## config.mk

```make
export PLATFORM = sky130hd
export DESIGN_NAME = rx_req_tag_scheduler
export DESIGN_NICKNAME = d
export VERILOG_FILES = /design/src/rtl/rx_req_pkg.sv /design/src/rtl/rx_tag_pool.sv /design/src/rtl/rx_req_tag_scheduler.sv
export SDC_FILE = /design/constraint.sdc
export NUM_CORES = 1
export LEC_CHECK = 0
export CAP_MARGIN = 5
export CORE_MARGIN = 8
export CORE_UTILIZATION = 39
export CTS_BUF_LIST = sky130_fd_sc_hd__clkbuf_16
export CTS_CLUSTER_DIAMETER = 150
export DETAILED_ROUTE_END_ITERATION = 16
export PLACE_DENSITY = 0.83
export SYNTH_ARGS = -nofsm -noshare
export SYNTH_HDL_FRONTEND = slang
export SYNTH_HIERARCHICAL = 1
export SYNTH_SLANG_ARGS = --single-unit
export TNS_END_PERCENT = 5
```

## constraint.sdc

```tcl
create_clock -name CLK -period 3.3 [get_ports CLK]
set_input_delay 0.66 -clock CLK [delete_from_list [all_inputs] [get_ports CLK]]
set_output_delay 0.66 -clock CLK [all_outputs]
set_load 0.05 [all_outputs]
```

## src/rtl/rx_req_pkg.sv

```systemverilog
// Shared types for the RX read-request scheduler: requester IDs, FSM states, length width.
package rx_req_pkg;

    localparam int C_LEN_WIDTH = 10;

    typedef enum logic [1:0] {
        SRC_SG_RX = 2'd0,
        SRC_SG_TX = 2'd1,
        SRC_MAIN  = 2'd2
    } src_t;

    typedef enum logic {
        IDLE  = 1'b0,
        ISSUE = 1'b1
    } state_t;

endpackage

```

## src/rtl/rx_tag_pool.sv

```systemverilog
// Completion tag pool: busy vector, per-tag owner table, lowest-free encoder,
// retire with error flag for stray completions, and a registered busy count.
module rx_tag_pool
    import rx_req_pkg::*;
#(
    parameter int C_NUM_TAGS  = 4,
    parameter int C_TAG_WIDTH = $clog2(C_NUM_TAGS)
) (
    input  logic                   CLK,
    input  logic                   RST,
    input  logic                   alloc,
    input  src_t                   alloc_src,
    output logic                   free_avail,
    output logic [C_TAG_WIDTH-1:0] free_tag,
    input  logic [C_TAG_WIDTH-1:0] cpl_tag,
    input  logic                   cpl_done,
    output src_t                   cpl_src,
    output logic                   cpl_err,
    output logic [C_TAG_WIDTH:0]   tags_busy
);

    logic [C_NUM_TAGS-1:0]  busy_reg;
    logic [C_NUM_TAGS-1:0]  busy_next;
    logic [C_NUM_TAGS-1:0]  set_vec;
    logic [C_NUM_TAGS-1:0]  clr_vec;
    logic                   cpl_err_reg;
    logic [C_TAG_WIDTH:0]   tags_busy_reg;
    src_t                   owner_reg [C_NUM_TAGS];

    function automatic logic [C_TAG_WIDTH:0] popcount(input logic [C_NUM_TAGS-1:0] v);
        logic [C_TAG_WIDTH:0] n;
        n = '0;
        for (int i = 0; i < C_NUM_TAGS; i++) begin
            n = n + {{C_TAG_WIDTH{1'b0}}, v[i]};
        end
        return n;
    endfunction

    // Scan from the top so the lowest free index is the one left standing.
    always_comb begin
        free_tag = '0;
        for (int i = C_NUM_TAGS - 1; i >= 0; i--) begin
            if (!busy_reg[i]) begin
                free_tag = C_TAG_WIDTH'(i);
            end
        end
    end

    assign free_avail = ~&busy_reg;

    genvar gi;
    generate
        for (gi = 0; gi < C_NUM_TAGS; gi++) begin : g_tag
            assign set_vec[gi] = alloc && free_avail && (free_tag == C_TAG_WIDTH'(gi));
            assign clr_vec[gi] = cpl_done && busy_reg[gi] && (cpl_tag == C_TAG_WIDTH'(gi));
        end
    endgenerate

    // Alloc picks from the pre-retire vector, so set and clear never hit the same bit.
    assign busy_next = (busy_reg & ~clr_vec) | set_vec;

    always_ff @(posedge CLK) begin
        if (RST) begin
            busy_reg      <= '0;
            cpl_err_reg   <= 1'b0;
            tags_busy_reg <= '0;
        end else begin
            busy_reg      <= busy_next;
            cpl_err_reg   <= cpl_done && !busy_reg[cpl_tag];
            tags_busy_reg <= popcount(busy_next);
        end
    end

    always_ff @(posedge CLK) begin
        if (alloc && free_avail) begin
            owner_reg[free_tag] <= alloc_src;
        end
    end

    assign cpl_src   = owner_reg[cpl_tag];
    assign cpl_err   = cpl_err_reg;
    assign tags_busy = tags_busy_reg;

endmodule

```

## src/rtl/rx_req_tag_scheduler.sv

```systemverilog
// Arbitrates SG RX / SG TX / MAIN read requests onto the TX engine request port,
// tagging each request from the pool and giving MAIN a turn after a run of SG grants.
module rx_req_tag_scheduler
    import rx_req_pkg::*;
#(
    parameter int C_NUM_TAGS    = 4,
    parameter int C_TAG_WIDTH   = $clog2(C_NUM_TAGS),
    parameter int C_MAIN_STARVE = 4
) (
    input  logic                   CLK,
    input  logic                   RST,
    input  logic                   SG_RX_REQ,
    input  logic [63:0]            SG_RX_ADDR,
    input  logic [C_LEN_WIDTH-1:0] SG_RX_LEN,
    output logic                   SG_RX_REQ_ACK,
    input  logic                   SG_TX_REQ,
    input  logic [63:0]            SG_TX_ADDR,
    input  logic [C_LEN_WIDTH-1:0] SG_TX_LEN,
    output logic                   SG_TX_REQ_ACK,
    input  logic                   MAIN_REQ,
    input  logic [63:0]            MAIN_ADDR,
    input  logic [C_LEN_WIDTH-1:0] MAIN_LEN,
    output logic                   MAIN_REQ_ACK,
    output logic                   RX_REQ,
    input  logic                   RX_REQ_ACK,
    output logic [C_TAG_WIDTH-1:0] RX_REQ_TAG,
    output logic [63:0]            RX_REQ_ADDR,
    output logic [C_LEN_WIDTH-1:0] RX_REQ_LEN,
    input  logic [C_TAG_WIDTH-1:0] CPL_TAG,
    input  logic                   CPL_DONE,
    output logic [1:0]             CPL_SRC,
    output logic                   CPL_ERR,
    output logic [C_TAG_WIDTH:0]   TAGS_BUSY
);

    localparam int C_STARVE_WIDTH = $clog2(C_MAIN_STARVE + 1);
    localparam logic [C_STARVE_WIDTH-1:0] C_STARVE_MAX = C_STARVE_WIDTH'(C_MAIN_STARVE);

    state_t                   state_reg;
    src_t                     src_reg;
    logic [C_TAG_WIDTH-1:0]   tag_reg;
    logic [63:0]              addr_reg;
    logic [C_LEN_WIDTH-1:0]   len_reg;
    logic                     rx_req_reg;
    logic [C_STARVE_WIDTH-1:0] starve_reg;

    logic                     free_avail;
    logic [C_TAG_WIDTH-1:0]   free_tag;
    logic                     grant;
    logic                     issue_ack;
    src_t                     win_src;
    logic [63:0]              win_addr;
    logic [C_LEN_WIDTH-1:0]   win_len;
    src_t                     pool_cpl_src;
    logic [2:0]               ack_vec;

    assign grant = (state_reg == IDLE) && (SG_RX_REQ || SG_TX_REQ || MAIN_REQ) && free_avail;

    always_comb begin
        win_src = SRC_MAIN;
        if (MAIN_REQ && (starve_reg >= C_STARVE_MAX)) begin
            win_src = SRC_MAIN;
        end else if (SG_RX_REQ) begin
            win_src = SRC_SG_RX;
        end else if (SG_TX_REQ) begin
            win_src = SRC_SG_TX;
        end
        case (win_src)
            SRC_SG_RX: begin win_addr = SG_RX_ADDR; win_len = SG_RX_LEN; end
            SRC_SG_TX: begin win_addr = SG_TX_ADDR; win_len = SG_TX_LEN; end
            default:   begin win_addr = MAIN_ADDR;  win_len = MAIN_LEN;  end
        endcase
    end

    always_ff @(posedge CLK) begin
        if (RST) begin
            state_reg  <= IDLE;
            src_reg    <= SRC_SG_RX;
            tag_reg    <= '0;
            addr_reg   <= '0;
            len_reg    <= '0;
            rx_req_reg <= 1'b0;
            starve_reg <= '0;
        end else begin
            case (state_reg)
                IDLE: begin
                    if (grant) begin
                        state_reg  <= ISSUE;
                        src_reg    <= win_src;
                        tag_reg    <= free_tag;
                        addr_reg   <= win_addr;
                        len_reg    <= win_len;
                        rx_req_reg <= 1'b1;
                        if (win_src == SRC_MAIN) begin
                            starve_reg <= '0;
                        end else if (MAIN_REQ && (starve_reg < C_STARVE_MAX)) begin
                            starve_reg <= starve_reg + 1'b1;
                        end
                    end
                end
                ISSUE: begin
                    if (RX_REQ_ACK) begin
                        state_reg  <= IDLE;
                        rx_req_reg <= 1'b0;
                    end
                end
                default: state_reg <= IDLE;
            endcase
        end
    end

    // A reset arriving mid-issue swallows the engine's ack rather than passing it on.
    assign issue_ack = RX_REQ_ACK && (state_reg == ISSUE) && !RST;

    genvar gi;
    generate
        for (gi = 0; gi < 3; gi++) begin : g_ack
            assign ack_vec[gi] = issue_ack && (src_reg == 2'(gi));
        end
    endgenerate

    assign SG_RX_REQ_ACK = ack_vec[SRC_SG_RX];
    assign SG_TX_REQ_ACK = ack_vec[SRC_SG_TX];
    assign MAIN_REQ_ACK  = ack_vec[SRC_MAIN];

    assign RX_REQ      = rx_req_reg;
    assign RX_REQ_TAG  = tag_reg;
    assign RX_REQ_ADDR = addr_reg;
    assign RX_REQ_LEN  = len_reg;
    assign CPL_SRC     = pool_cpl_src;

    rx_tag_pool #(
        .C_NUM_TAGS  (C_NUM_TAGS),
        .C_TAG_WIDTH (C_TAG_WIDTH)
    ) u_pool (
        .CLK        (CLK),
        .RST        (RST),
        .alloc      (grant),
        .alloc_src  (win_src),
        .free_avail (free_avail),
        .free_tag   (free_tag),
        .cpl_tag    (CPL_TAG),
        .cpl_done   (CPL_DONE),
        .cpl_src    (pool_cpl_src),
        .cpl_err    (CPL_ERR),
        .tags_busy  (TAGS_BUSY)
    );

endmodule

```

# After elaboration in Yosys (flattened, before gate mapping)
# Memories as Yosys holds them, arrays and structs flattened.
# Cells that the tools add are included.
dict set report totals {
  reg_bits 91
  ramBits 8
  input_bits 231
  output_inout_bits 86
  elab_cells 92
  memories 1
}
# name words width rd rd_ports_with_merged_regs wr line_no
set mem_list {}
lappend mem_list {u_pool.owner_reg 4 2 1 0 1 rx_tag_pool.sv:28} ;# src_t owner_reg [C_NUM_TAGS];
dict set report classes {
  addsub 4
  n_lt_le_gt_ge 3
  n_eq_ne 12
  muxes 21
  bitwise_logic 4
  n_reduce_logical 37
}
# cell count
set ops {}
lappend ops {{64-bit one-hot mux with 2 select lines} 1}
lappend ops {{1-bit logical AND} 23}
lappend ops {{10-bit one-hot mux with 2 select lines} 1}
lappend ops {{2-bit 2-to-1 mux} 7}
lappend ops {{2-bit == test (second input constant)} 6}
lappend ops {{2-bit by 1-bit == test with 1-bit output (second input constant)} 4}
lappend ops {{2-bit logical NOT} 4}
lappend ops {{1-bit 2-to-1 mux} 7}
lappend ops {{3-bit by 1-bit adder with 3-bit output} 2}
lappend ops {{3-bit 2-to-1 mux} 2}
lappend ops {{4-bit bitwise AND} 1}
lappend ops {{4-bit inverter} 1}
lappend ops {{4-bit bitwise OR} 1}
lappend ops {{1-bit one-hot mux with 2 select lines} 2}
lappend ops {{2-bit AND reduction} 2}
lappend ops {{4-bit AND reduction} 1}
lappend ops {{3-bit by 1-bit adder with 3-bit output (second input constant)} 1}
lappend ops {{3-bit >= comparator (second input constant)} 1}
lappend ops {{1-bit logical NOT} 3}
lappend ops {{2-bit by 3-bit less-than comparator with 1-bit output (second input constant)} 1}
lappend ops {{3-bit less-than comparator (second input constant)} 1}
lappend ops {{3-bit AND reduction} 1}
lappend ops {{1-bit by 1-bit adder with 2-bit output} 1}
lappend ops {{1-bit binary-select mux with 2-bit select} 1}
lappend ops {{other kinds (5)} 6}

# Depth between registers and ports, before layout
# Gate-level depths: netlist of the first run.
dict set report depth {
  word_depth 10
  depth_mapped 11
  mapped_depth_nobuf 10
}

# Modules after synthesis
# The synthesis of the first run kept the hierarchy.
# mod n_inst cells_per_inst area_each_um2 seq_area_each_um2
set modules_own_cells {}
lappend modules_own_cells {rx_req_tag_scheduler 1 554 4819.6 1661.6}
lappend modules_own_cells {rx_tag_pool 1 58 730.7 400.4}

# Worst setup path before layout of the first run
# Ideal clock, no wire load.
dict set report synth_path {
  path_type {input -> output}
  start {input RST}
  end {output SG_TX_REQ_ACK}
  arrival_ns 2.332
  required_time_ns 2.640
  path_slack_ns 0.308
  stages 3
  n_path_buf 1
  cell_sequence {clkbuf_1 > or2_2 > nor3b_1}
}
dict set report synth_via {
  elab_chain_cells 3
}
# item line_no
set synth_lines {}
lappend synth_lines {{from (decl)} rx_req_tag_scheduler.sv:11} ;# input logic RST,
lappend synth_lines {{1-bit logical NOT} rx_req_tag_scheduler.sv:113} ;# assign issue_ack = RX_REQ_ACK && (state_reg == ISSUE) && !RST;
lappend synth_lines {{1-bit logical AND} rx_req_tag_scheduler.sv:113}
lappend synth_lines {{1-bit logical AND} rx_req_tag_scheduler.sv:118} ;# assign ack_vec[gi] = issue_ack && (src_reg == 2'(gi));
lappend synth_lines {{to (decl)} rx_req_tag_scheduler.sv:19} ;# output logic SG_TX_REQ_ACK,
# Every way passes these cells.

# Worst setup path in the final report of the first run
dict set report layout_path {
  start {register u_pool.busy_reg[2]}
  end {register u_pool.tags_busy_reg[1] (netlist: u_pool/tags_busy[1])}
}
dict set report layout_via {
  elab_cells_between_ends 23
  classes_between {add/sub (3); eq/ne (3); mux (3); bitwise (3); reduce/logical (11)}
}
# item line_no
set layout_lines {}
lappend layout_lines {{from (decl)} rx_tag_pool.sv:22} ;# logic [C_NUM_TAGS-1:0] busy_reg;
lappend layout_lines {{from (signal assigned)} rx_tag_pool.sv:68} ;# busy_reg <= busy_next;
lappend layout_lines {{4-bit AND reduction} rx_tag_pool.sv:49} ;# assign free_avail = ~&busy_reg;
lappend layout_lines {{1-bit logical NOT} rx_tag_pool.sv:49}
lappend layout_lines {{named net free_avail} rx_req_tag_scheduler.sv:47} ;# logic free_avail;
lappend layout_lines {{1-bit logical AND} rx_req_tag_scheduler.sv:57} ;# assign grant = (state_reg == IDLE) && (SG_RX_REQ || SG_TX_REQ || MAIN_REQ) && free_avail;
lappend layout_lines {{named net grant} rx_req_tag_scheduler.sv:49} ;# logic grant;
lappend layout_lines {{1-bit logical AND (2 in series)} rx_tag_pool.sv:54} ;# assign set_vec[gi] = alloc && free_avail && (free_tag == C_TAG_WIDTH'(gi));
lappend layout_lines {{4-bit bitwise OR} rx_tag_pool.sv:60} ;# assign busy_next = (busy_reg & ~clr_vec) | set_vec;
lappend layout_lines {{named net u_pool.busy_next[3]} rx_tag_pool.sv:23} ;# logic [C_NUM_TAGS-1:0] busy_next;
lappend layout_lines {{3-bit by 1-bit adder with 3-bit output} rx_tag_pool.sv:34} ;# n = n + {{C_TAG_WIDTH{1'b0}}, v[i]};
lappend layout_lines {{to (signal assigned)} rx_tag_pool.sv:70} ;# tags_busy_reg <= popcount(busy_next);
lappend layout_lines {{to (decl)} rx_tag_pool.sv:27} ;# logic [C_TAG_WIDTH:0] tags_busy_reg;
# The timed path passes the listed nets, and every way through them passes these cells.
# A chain may end at the register's enable or synchronous reset.

==> qor.csv, run 1 <==
metric;value;unit
filler_cell_count;1184;
place.gp.congestion;0.800;
r2r-end;u_pool/tags_busy[1]$_SDFF_PP0_;
path_clk_slew;0.07;ns
tritoncts_clock_tree;built;
synth.cell_area;0.00555;mm2
number_of_antenna_violations_at_the_first_check_in_global_routing;0;
dr.pass1.iters;5;
total_area_of_multi_input_combinational_cells;0.00316;mm2
post_cts.repair.setup_buffers;0;
route.detailed.wl_per_inst;19.5;um
post_synth_inst_count;612;
finalSetupTns;0;ns
setup.worst_path.end_class;flip-flop;
h_tree_lvl_count;3;
placeableCoreArea;0.0139;mm2
net_count_after_synthesis;847;
placed_wire_length_estimate;15.7;mm
worst_path_arrival_time;3.28;ns
fp.dieArea;0.0183;mm2
peakVddDrop;0.207;mV
cp_launch_type;flip-flop;
min_delay_path_class;flip-flop to flip-flop;
via_count;5701;
fmaxAchievable;328;MHz
timing.clock.skew;0.00618;ns
met3_wirelength;1.97;mm
yosysUniqueCellTypes;39;
syn-mean-instance-area;9.07;um2
drtAntennaViolNets;0;
cts_num_sinks;99;
worst_ep_required_time;3.54;ns
finish.net_count;1128;
die_w;135;um
initial_utilization;40.0;%
slew_hr;28.9;%
ctsHoldBuffers;0;
finalCritPeriodShare;92.4;%
grtUsageTotal;22.1;%
cts-buffers-inserted;9;
worst_slack;0.251;ns
synth-warning-count;6;
placement.io_buffers;316;
critical_path_class;flip-flop to flip-flop;
yosysSeqAreaShare;37.2;%
cts_resized;0;
synth_register_bits;99;
worstMarginPinSlew;1.07;ns
worstPathCellList;nand4_1 -> nor2b_1 -> nand2_1 -> inv_1 -> nand3_1 -> o22ai_1 -> fa_1 -> ha_1 -> ha_1 -> nor2b_1;
post_placement_worst_setup_slack;0.117;ns
r2r_start;u_pool/busy_reg[2]$_SDFF_PP0_;
die_y;135;um
top_layer;met4;
insertedDiodeCount;0;
critical_path.max_stage_delay;0.46;ns
via_density;5.29;
area.growth.synth_to_final;63.9;%
cts.root.buffer_cell;clkbuf_16;
clock_insertion_delay_worst_skew;0.35;ns
grt_setup_unrepaired;false;
io_pins;317;
max_cap_violations;0;
seqCellArea;0.00206;mm2
outcome;complete, no violations;
grt_first_pass_wirelength;31.8;mm
report.final.slew_viol_count;0;
r2r_setup_slack;0.25;ns
drive_above_1_share;5.57;%
pin_count_of_the_biggest_net_entering_global_routing;118;
post-route-drc-count;0;
drt-met1-wl;8.02;mm
worstSetupStartpoint;u_pool/busy_reg[2]$_SDFF_PP0_;
finalWorstPathRequiredPeriod;3.05;ns
hold_viol_final;0;
largest_register_ffs;64;
timing.critical_path.to;u_pool/tags_busy[1]$_SDFF_PP0_;
worst-r2r-cell-count;10;
drt_wl_total;21.0;mm
path_max_fanout;8;
cellLeakagePower;3.10;nW
grt_overflow;0;
met2_length;10.6;mm
first_global_vias;5693;
cts_buffer_depth;2;
cp_slowest_cell;fa_1;
final_report_setup_violation_count;0;
power.density;413;mW/mm2
drt_first_iter_violations;305;
row_count;43;
-- cell usage in the layout, fill, tap and decap left out, types with 4 or more instances in the layout --
master / n
a21oi_1: 12
a32o_1: 74
buf_12: 5
buf_4: 17
clkbuf_16: 9
clkdlybuf4s50_1: 309
dfxtp_1: 91
edfxtp_1: 8
nand2_1: 7
nand2b_1: 78
nand3_1: 4
nor2_1: 5
nor2b_1: 80
nor3b_1: 77
o21ai_0: 76
-- critical path, delay by kind of cell (launching register included) --
kind                       cells  cell delay (ns)
DFF                            1             0.37
adders and majority gates      3             0.93
AOI/OAI and AO/OA              1             0.27
buffers and inverters          1             0.25
and+or+nand+nor                5             1.12
-- layer usage --
| metal | track usage, % | vias to the layer above |
|---|---|---|
| met1 | 24.4 | 2638 |
| met3 | 7.68 | 27 |
| met4 | 6.97 | 0 |
| met2 | 39.0 | 237 |
| li1 | - | 2799 |
| met5 | 0 | - |
-- synthesized netlist by cell type --
cell / number / area share [%]
fa_1: 1 / 0.36
nand2b_1: 78 / 8.8
buf_6: 9 / 1.8
a21oi_1: 12 / 1.1
nand3_1: 4 / 0.36
inv_2: 1 / 0.068
a21boi_0: 1 / 0.14
and3_1: 1 / 0.11
clkbuf_1: 31 / 2.1
nand4b_1: 1 / 0.16
or3_4: 1 / 0.20
nand3b_1: 1 / 0.14
a31oi_1: 2 / 0.23
or3_1: 1 / 0.11
nor3b_2: 1 / 0.23
nor3_1: 4 / 0.36
and4b_1: 1 / 0.18
buf_2: 22 / 2.0
or2_2: 1 / 0.11
nor2_1: 5 / 0.34
ha_1: 3 / 0.68
edfxtp_1: 8 / 4.3
o21ai_0: 76 / 6.9
dfxtp_1: 91 / 33
a2bb2oi_2: 1 / 0.27
a211oi_1: 3 / 0.41
o32ai_1: 1 / 0.16
nand4_1: 1 / 0.11
nand2_1: 8 / 0.54
mux4_2: 3 / 1.2
and3b_1: 2 / 0.32
nor2b_1: 80 / 9.0
a32o_1: 74 / 13
o21ai_1: 1 / 0.090
a21oi_2: 1 / 0.16
a311oi_1: 1 / 0.16
inv_1: 2 / 0.14
o22ai_1: 1 / 0.11
nor3b_1: 77 / 10
-- power breakdown --
| group | internal [mW] | switching, mW | leakage (nW) |
|---|---|---|---|
| combinational | 0.596 | 0.673 | 2.12 |
| sequential | 1.32 | 0.0557 | 0.829 |
| clock | 0.601 | 0.507 | 0.151 |
| total | 2.52 | 1.24 | 3.10 |
-- cell type report --
| class | count | area share, % |
|---|---|---|
| Clock buffer | 9 | 2.48 |
| Clock inverter | 7 | 0.908 |
| Inverter | 3 | 0.124 |
| Multi-Input combinational cell | 448 | 34.8 |
| Sequential cell | 99 | 22.7 |
| Tap cell | 180 | 2.48 |
| Timing Repair Buffer | 332 | 36.6 |
-- worst min path at each step --
stage	startpoint	to	slack, ns	cells past startpoint
global route	RX_REQ_ADDR[5]$_SDFFE_PP0P_	RX_REQ_ADDR[5]$_SDFFE_PP0P_	0.48	1
floorplan	starve_reg[1]$_SDFFE_PP0P_	starve_reg[1]$_SDFFE_PP0P_	0.44	2
global placement	starve_reg[1]$_SDFFE_PP0P_	starve_reg[1]$_SDFFE_PP0P_	0.44	2
detailed placement	RX_REQ_ADDR[23]$_SDFFE_PP0P_	RX_REQ_ADDR[23]$_SDFFE_PP0P_	0.45	1
finish	RX_REQ$_SDFFE_PP0P_	RX_REQ$_SDFFE_PP0P_	0.46	2
CTS	RX_REQ$_SDFFE_PP0P_	RX_REQ$_SDFFE_PP0P_	0.47	2
-- cells by family after synthesis --
family          after synthesis  synth area share (%)
compound gates              174                  23.0
fa+ha+maj                     4                  1.04
flops                        99                  37.2
buf+inv                      65                  6.11
mux                           3                  1.22
simple gates                267                  31.5
-- through the flow --
step	instances	hold WS [ns]	instance area, um2	util, %	power (mW)
after detailed placement	1062	0.453	8790	63.3	2.68
after global placement	1062	0.445	8790	63.3	2.67
final	1078	0.463	9100	65.5	3.76
after global routing	1078	0.477	9100	65.5	3.91
after floorplan	612	0.436	5550	-	2.11
after CTS	1078	0.466	9100	65.5	3.79
No activity file was read; power rests on OpenSTA's default activity.
==> run 2, diff against run 1 <==
CORE_MARGIN = 2   (was 8)
==> run 2 against run 1 <==
- clock skew is 0.0017 ns lower
- clock power hardly changed
- fmax is 5.3% higher
- sequential power hardly changed
- worst setup slack better by 0.15 ns
- register-to-register slack better by 0.17 ns
- final area is 0.26% higher
- critical path type is now primary input to flip-flop
==> qor.csv, run 2 (synthesized netlist as in run 1, its figures left out) <==
metric;value;unit;change
fmaxAchievable;345;MHz;+5.3%
initial_utilization;40.0;%;unchanged
final_common_cell;clkdlybuf4s50_1;;
worstMarginPinSlew;0.740;ns;-0.327 ns
cp_common_cell;ha_1;;
path_max_fanout;8;;unchanged
dpl_cell_area;0.00881;mm2;+0.23%
timing.clock.skew;0.00448;ns;-0.00171 ns
cp_slowest_cell;fa_1;;
seqCellArea;0.00206;mm2;unchanged
max_cap_violations;0;;unchanged
drt_first_iter_violations;447;;+47%
final_cell_area;0.00912;mm2;+0.26%
hold_viol_final;0;;unchanged
tritoncts_clock_tree;built;;
dr.pass1.iters;5;;unchanged
min_delay_path_class;flip-flop to flip-flop;;
placement.io_buffers;316;;unchanged
via_density;5.39;;+1.9%
pin_count_of_the_biggest_net_entering_global_routing;153;;+30%
drtAntennaViolNets;0;;unchanged
path_clk_slew;0.07;ns;about the same
layout_common_cells;clkdlybuf4s50_1, dfxtp_1, nor2b_1;;
largest_register_ffs;64;;unchanged
filler_cell_count;1181;;-0.25%
worst_ep_required_time;3.53;ns;about the same
fin_total_pwr;3.78;mW;+0.61%
report.final.slew_viol_count;0;;unchanged
timing.hold.ws;0.464;ns;+0.000420 ns
io_pins;317;;unchanged
worst_slack;0.404;ns;+0.153 ns
critical_path_class;primary input to flip-flop;;
die_w;123;um;-8.9%
cts-buffers-inserted;9;;unchanged
place.gp.congestion;0.816;;+2.0%
row_count;43;;unchanged
slew_hr;50.7;%;+22 points
finalWorstPathRequiredPeriod;2.90;ns;-0.153 ns
cts_num_sinks;99;;unchanged
drive_above_1_share;5.45;%;-0.12 points
final_report_setup_violation_count;0;;unchanged
total_area_of_multi_input_combinational_cells;0.00317;mm2;about the same
setup.worst_path.end_class;flip-flop;;
outcome;complete, no violations;;
cp_top_family;adder cells;;
first_global_vias;5641;;-0.91%
area.growth.synth_to_final;64.3;%;
layout.core_utilization;65.7;%;+0.17 points
die_y;123;um;-8.9%
grtUsageTotal;25.2;%;+3.1 points
clock_insertion_delay_worst_skew;0.35;ns;about the same
cellLeakagePower;3.12;nW;+0.50%
post-route-drc-count;0;;unchanged
peakVddDrop;0.237;mV;+14%
number_of_antenna_violations_at_the_first_check_in_global_routing;0;;unchanged
cp_num_buf_inv;2;;+1
grt_setup_unrepaired;false;;
post_placement_worst_setup_slack;0.114;ns;-0.00354 ns
cts.root.buffer_cell;clkbuf_16;;
finalSetupTns;0;ns;unchanged
fp.dieArea;0.0152;mm2;-17%
placeableCoreArea;0.0139;mm2;unchanged
cts_buffer_depth;2;;unchanged
critical_path.max_stage_delay;0.51;ns;+0.05 ns
worst_path_arrival_time;3.13;ns;-0.15 ns
worstPathCellList;clkdlybuf4s50_1 -> or3_4 -> nand2_1 -> inv_1 -> a21oi_1 -> a31oi_1 -> fa_1 -> ha_1 -> ha_1 -> nor2b_1;;
via_count;5812;;+1.9%
finish.net_count;1129;;+0.089%
route.detailed.wl_per_inst;18.2;um;-6.3%
grt_first_pass_wirelength;29.4;mm;-7.4%
post_cts.repair.setup_buffers;0;;unchanged
drt_wl_total;19.7;mm;-6.2%
cp_launch_type;primary input;;
h_tree_lvl_count;3;;unchanged
power.density;414;mW/mm2;+0.35%
insertedDiodeCount;0;;unchanged
placed_wire_length_estimate;14.1;mm;-9.9%
finalCritPeriodShare;87.8;%;-4.6 points
grt_overflow;0;;unchanged
layout.cells.non_filler;1079;;+0.093%
numPlacedInstances;1063;;+0.094%
## run 2: changes by cell type in the layout (fill, tap and decap cells not counted), sizes merged
cell      previous run  this run
buf                 23        24
clkinvlp             0         1
inv                  6         4
bufinv               1         2
## run 2: worst paths after layout
path / from / end / slack, ns / cells after the start
worst max register to register: u_pool/busy_reg[2]$_SDFF_PP0_ / u_pool/tags_busy[1]$_SDFF_PP0_ / 0.42 / 10
worst max-delay path: MAIN_REQ / u_pool/tags_busy[1]$_SDFF_PP0_ / 0.40 / 10
worst min-delay path: RX_REQ_ADDR[24]$_SDFFE_PP0P_ / RX_REQ_ADDR[24]$_SDFFE_PP0P_ / 0.46 / 1
worst min register to register: RX_REQ_ADDR[24]$_SDFFE_PP0P_ / RX_REQ_ADDR[24]$_SDFFE_PP0P_ / 0.46 / 1
## run 2: layer usage
metal,up-vias,share of wire (%),global-route usage (%)
li1,2810,-,-
met1,2698,39,29.0
met2,252,48,43.0
met3,52,8.8,7.15
met4,0,4.1,12.2
met5,-,0,0
## run 2: power by group
group | switching, mW | internal (mW)
Sequential | 0.0557 | 1.32
Clock | 0.472 | 0.656
Combinational | 0.674 | 0.596
Total | 1.20 | 2.58
## run 2: area by class of cell
| type | instances | area share (%) |
|---|---|---|
| clock buffer | 9 | 2.47 |
| clock inverter | 7 | 0.919 |
| inverter | 3 | 0.123 |
| multi-input combinational | 448 | 34.7 |
| sequential | 99 | 22.6 |
| tap | 180 | 2.47 |
| timing repair buffer | 333 | 36.7 |
## run 2: timing repair
item / 4_1_cts / 5_1_grt
hold buffers: 0 / 0
endpoints found under the setup margin: 0 / 1
endpoints found under the hold margin: 0 / 0
resized for setup: 0 / 1
==> run 3, diff against run 2 <==
CTS_CLUSTER_DIAMETER = not set   (was 150)
SLEW_MARGIN = 15   (was not set)
==> results of run 3 <==
Final layout, timing and power as in run 2 (identical DEF).
